File: src/rtl/alu_cmd_serializer.sv
// Serial transmitter for ALU commands: accepts {A, B, op} and shifts out up to eight DATA frames
// followed by a CTL frame carrying the opcode and CRC4, one bit per clock on sin.
module alu_cmd_serializer #(
    parameter int unsigned IFG = 1
) (
    input  logic        clk,
    input  logic        rst,
    input  logic        req,
    input  logic [31:0] A,
    input  logic [31:0] B,
    input  logic [2:0]  op,
    input  logic [3:0]  data_cnt,
    input  logic        crc_inj,
    output logic        ready,
    output logic        sin,
    output logic        busy,
    output logic        done
);

    typedef enum logic [1:0] {StIdle, StSend, StGap, StDone} state_e;

    state_e      state_q;
    logic [63:0] data_q;
    logic [2:0]  op_q;
    logic [3:0]  crc_q;
    logic [3:0]  cnt_q;
    logic [3:0]  frame_q;
    logic [3:0]  bit_q;
    logic [3:0]  gap_q;
    logic        ctl_q;
    logic        ready_q;
    logic        sin_q;
    logic        busy_q;
    logic        done_q;

    logic [3:0]  cnt_clamp;
    logic [3:0]  crc_calc;
    logic [7:0]  byte_sel;
    logic [7:0]  payload;
    logic [10:0] frame_bits;

    // CRC4, poly x^4+x+1, init 0, message MSB first.
    function automatic logic [3:0] crc4(input logic [67:0] msg);
        logic [3:0] c;
        logic       fb;
        c = 4'b0000;
        for (int i = 67; i >= 0; i--) begin
            fb = msg[i] ^ c[3];
            c  = {c[2:0], 1'b0} ^ (fb ? 4'b0011 : 4'b0000);
        end
        return c;
    endfunction

    always_comb begin
        cnt_clamp = (data_cnt > 4'd8) ? 4'd8 : data_cnt;
        crc_calc  = crc4({B, A, 1'b1, op}) ^ {4{crc_inj}};
        byte_sel  = 8'h00;
        unique case (frame_q[2:0])
            3'd0: byte_sel = data_q[63:56];
            3'd1: byte_sel = data_q[55:48];
            3'd2: byte_sel = data_q[47:40];
            3'd3: byte_sel = data_q[39:32];
            3'd4: byte_sel = data_q[31:24];
            3'd5: byte_sel = data_q[23:16];
            3'd6: byte_sel = data_q[15:8];
            3'd7: byte_sel = data_q[7:0];
            default: byte_sel = 8'h00;
        endcase
        payload    = ctl_q ? {1'b0, op_q, crc_q} : byte_sel;
        frame_bits = {1'b0, ctl_q, payload, 1'b1};
    end

    always_ff @(posedge clk) begin
        if (rst) begin
            state_q <= StIdle;
            data_q  <= '0;
            op_q    <= '0;
            crc_q   <= '0;
            cnt_q   <= '0;
            frame_q <= '0;
            bit_q   <= '0;
            gap_q   <= '0;
            ctl_q   <= 1'b0;
            ready_q <= 1'b1;
            sin_q   <= 1'b1;
            busy_q  <= 1'b0;
            done_q  <= 1'b0;
        end else begin
            unique case (state_q)
                StIdle: begin
                    if (req && ready_q) begin
                        data_q  <= {B, A};
                        op_q    <= op;
                        crc_q   <= crc_calc;
                        cnt_q   <= cnt_clamp;
                        frame_q <= '0;
                        ctl_q   <= (cnt_clamp == 4'd0);
                        bit_q   <= '0;
                        sin_q   <= 1'b0;
                        busy_q  <= 1'b1;
                        ready_q <= 1'b0;
                        state_q <= StSend;
                    end
                end
                StSend: begin
                    // bit_q is the index of the bit currently on the line.
                    if (bit_q != 4'd10) begin
                        bit_q <= bit_q + 4'd1;
                        sin_q <= frame_bits[4'd9 - bit_q];
                    end else if (ctl_q) begin
                        state_q <= StDone;
                        sin_q   <= 1'b1;
                        busy_q  <= 1'b0;
                        done_q  <= 1'b1;
                    end else begin
                        frame_q <= frame_q + 4'd1;
                        ctl_q   <= ((frame_q + 4'd1) == cnt_q);
                        bit_q   <= '0;
                        if (IFG == 0) begin
                            sin_q <= 1'b0;
                        end else begin
                            state_q <= StGap;
                            gap_q   <= '0;
                            sin_q   <= 1'b1;
                        end
                    end
                end
                StGap: begin
                    if (gap_q == 4'(IFG - 1)) begin
                        state_q <= StSend;
                        sin_q   <= 1'b0;
                    end else begin
                        gap_q <= gap_q + 4'd1;
                    end
                end
                StDone: begin
                    state_q <= StIdle;
                    done_q  <= 1'b0;
                    ready_q <= 1'b1;
                end
                default: state_q <= StIdle;
            endcase
        end
    end

    assign ready = ready_q;
    assign sin   = sin_q;
    assign busy  = busy_q;
    assign done  = done_q;

endmodule

File: config.mk
export PLATFORM = sky130hd
export DESIGN_NAME = alu_cmd_serializer
export DESIGN_NICKNAME = d
export VERILOG_FILES = /design/src/rtl/alu_cmd_serializer.sv
export SDC_FILE = /design/constraint.sdc
export NUM_CORES = 1
export LEC_CHECK = 0
export ABC_AREA = 1
export BUFFER_PORTS_ARGS = -buffer_cell sky130_fd_sc_hd__buf_4
export CORE_UTILIZATION = 55
export DETAILED_ROUTE_END_ITERATION = 10
export GPL_ROUTABILITY_DRIVEN = 1
export PLACE_DENSITY = 0.75
export SLEW_MARGIN = 25
export SYNTH_ARGS = -nofsm -noshare
export SYNTH_HDL_FRONTEND = slang
export SYNTH_SLANG_ARGS = --single-unit
File: constraint.sdc
create_clock -name clk -period 5.74 [get_ports clk]
set_clock_uncertainty 0.1 [all_clocks]
set_input_delay 0.861 -clock clk [delete_from_list [all_inputs] [get_ports clk]]
set_output_delay 0.861 -clock clk [all_outputs]
set_load 0.005 [all_outputs]
==> impl_metrics.csv <==
group,metric,value,unit
setup_path,crit_type,"in2reg",
synth,synth_top_cells_by_area,"dfxtp_1 (28%), nand2_1 (15%), nand3_1 (10%), inv_1 (7.2%), nand2_2 (7.0%)",
synth,syn_area,6626,um^2
synth,syn_nets,1156,
setup_path,crit_fanout,5,
grt,antenna_found_initial,0,
setup_path,cp.arrival,6.15,ns
routing,ant_nets,0,
cts,insertion_delay,0.34,ns
sta,period_needed,6.013,ns
grt,grt_max_degree,129,
final_layout,drive_gt1_share,41.26,%
synth,synth_mux_area_share,0.1511,%
sta,slew_headroom,47.14,%
routing,wl_met3,1022,um
floorplan,die_x,111.8,um
sta,report.final.setup_viol,4,
sta,rsz0062_at_grt,"true",
synth,synth-seq-area-share,28.40,%
grt,grt_overflow,0,
routing,wl_per_cell,16.37,um
synth,yosysMostFrequentCell,"nand2_1",
final_layout,syn_to_final_growth,42.11,%
synth,synth-edff-count,0,
cts,tritoncts,"yes",
cts,clock_path_buffers,2,
sta,post-route-period-util,104.8,%
placed_design,io_buffers,78,
hold_path,hold_class,"reg2reg",
sta,setup_slack,-0.2732,ns
placed_design,preCtsSetupSlack,-0.2477,ns
sta,max_freq,166.3,MHz
setup_path,cp.required,5.88,ns
synth,synth-xor-area-share,2.115,%
final_layout,final_nets,1239,
floorplan,die_h,111.8,um
placed_design,gp_congestion,0.8671,
run_status,status,"finished, violations left",
synth,synth_top_family_by_area,"simple AND/OR/NAND/NOR gates",
run,cap_violations,0,
setup_path,slowest_stage,"xor2_1",
sta,finalHoldViolations,0,
routing,first_pass_iters,10,
floorplan,initial_core_util,57.30,%
placed_design,dp_hpwl,12690,um
synth,synth_common_cells,"nand2_1 (271), nand3_1 (133), inv_1 (127)",
synth,synth-simple-area-share,40.09,%
synth,syn_inst,1069,
synth,synth_cell_types,40,
routing,vias,7544,
routing,routedLengthMet1,9286,um
run_status,violations,"DRC, setup timing",
routing,via_per_inst,5.808,
grt,grt_pass1_wl,28060,um
synth,synth.top_cell.area_share,28.40,%
cts,cts_sinks,94,
routing,drc,6,
setup_path,end_kind,"register",
cts,cts_max_level,3,
routing,wl_met2,10480,um
setup_path,cpPeakStageDelay,0.19,ns
synth,async_reset_ff_share,0,%
floorplan,die_area,12490,um^2
setup_path,reg2reg_slack,2.76,ns
setup_path,startpoint_type,"input pin",
cts,clk_pin_slew_worst_paths,0.07,ns
floorplan,core_area,11560,um^2
routing,top_layer_used,"met4",
synth,synth.avg_cell_area,6.199,um^2
synth,ys_warn_count,0,
final_layout,n_antenna_cell,0,
synth,synth-seq-cells,94,
synth,yosys.area.top_type,"dfxtp_1",
floorplan,io_pins,79,
routing,dr.first_iter.drc_count,548,
routing,drt_wl_total,21270,um
synth,synthAdderAreaFrac,2.266,%
grt,grt_usage,27.13,%
sta,tightest_slew,0.7929,ns
synth,synth_compound_area_share,16.98,%
sta,slew_violations,0,
floorplan,rows,39,
cts,cts_buffers,9,
cts,cts-root-buf,"clkbuf_16",
grt,grt_pass1_vias,6101,
final_layout,fill_cells,756,
synth,synth_ff_type,"dfxtp_1",
[sequential cells by signal, indices dropped and copies added, names as in the netlist]
register	flops
state_q	2
crc_q	4
ctl_q	1
sin	1
busy	1
frame_q	4
cnt_q	4
data_q	64
op_q	3
bit_q	4
done	1
ready	1
gap_q	4
[worst max-delay path: cells and delay by family]
kind	cells	cell delay [ns]
AND/OR/NAND/NOR	53	4.46
buffers and inverters	9	0.60
XOR/XNOR	1	0.19
[stage by stage]
stage / setup TNS (ns) / cell area (um^2) / hold WS (ns) / std cells / utilization (%)
global route: -2.021 / 9417 / 0.3957 / 1299 / 81.42
finish: -0.8566 / 9417 / 0.3748 / 1299 / 81.42
CTS: 0 / 7700 / 0.3771 / 1291 / 66.58
global placement: -0.5137 / 7402 / 0.3625 / 1276 / 64.01
detailed placement: -0.7305 / 7402 / 0.3637 / 1276 / 64.01
floorplan: 0 / 6626 / 0.3571 / 1069 / -
[timing repair]
item	in CTS	in global routing
setup buffers	0	8
hold buffers	0	0
setup endpoints to repair	0	4
resized for setup	0	418
hold endpoints to repair	0	0
[cells in the final DEF, fill, tap and decap left out, types with 8 or more instances in the layout]
cell type / netlist / routed
nand2_4: 3 / 107
nand3_2: 12 / 60
buf_4: 0 / 94
dfxtp_1: 94 / 94
inv_1: 127 / 108
a221oi_1: 11 / 11
xor2_1: 10 / 8
clkbuf_16: 0 / 9
a21oi_1: 75 / 75
inv_2: 18 / 26
nand3b_1: 9 / 9
inv_4: 1 / 8
nand2_1: 271 / 125
nand3_4: 0 / 29
nand3_1: 133 / 56
nor2_1: 55 / 50
nand2_2: 74 / 114
ha_1: 12 / 12
o21ai_0: 84 / 84
[final cells by class]
cell class | instances | area (um^2) | area share [%]
clock inverter | 5 | 58.81 | 0.6245
multi-input combinational | 799 | 5653 | 60.03
timing repair buffer | 101 | 805.8 | 8.557
tap | 143 | 178.9 | 1.900
sequential | 94 | 1882 | 19.98
inverter | 147 | 599.3 | 6.365
clock buffer | 10 | 239.0 | 2.538
[cells by family (layout without fill, tap and decap cells)]
group,Yosys count,in the layout
AND/OR/NAND/NOR,571,571
AO/OA/AOI/OAI,199,199
buffers and inverters,176,263
flip-flops,94,94
XOR/XNOR,16,16
adder cells (fa/ha/maj),12,12
multiplexers,1,1
[routing by layer]
| metal | up-vias | global-route usage (%) |
|---|---|---|
| li1 | 3676 | - |
| met1 | 3545 | 38.98 |
| met2 | 270 | 43.23 |
| met3 | 53 | 2.559 |
| met4 | 0 | 7.387 |
| met5 | - | 0 |
[path summary, 6_finish.rpt]
kind                                               from               endpoint  cells past startpoint
worst max-delay path                              B[24]  crc_q[1]$_SDFFE_PP0P_                     63
worst min-delay path                  done$_SDFFE_PP0P_      done$_SDFFE_PP0P_                      2
worst max register to register  frame_q[0]$_SDFFE_PP0P_       sin$_SDFFE_PP1P_                     15
worst min register to register        done$_SDFFE_PP0P_      done$_SDFFE_PP0P_                      2
Power is not shown: default switching activity piles up to over one toggle a cycle in this logic, so the estimate is an artifact.
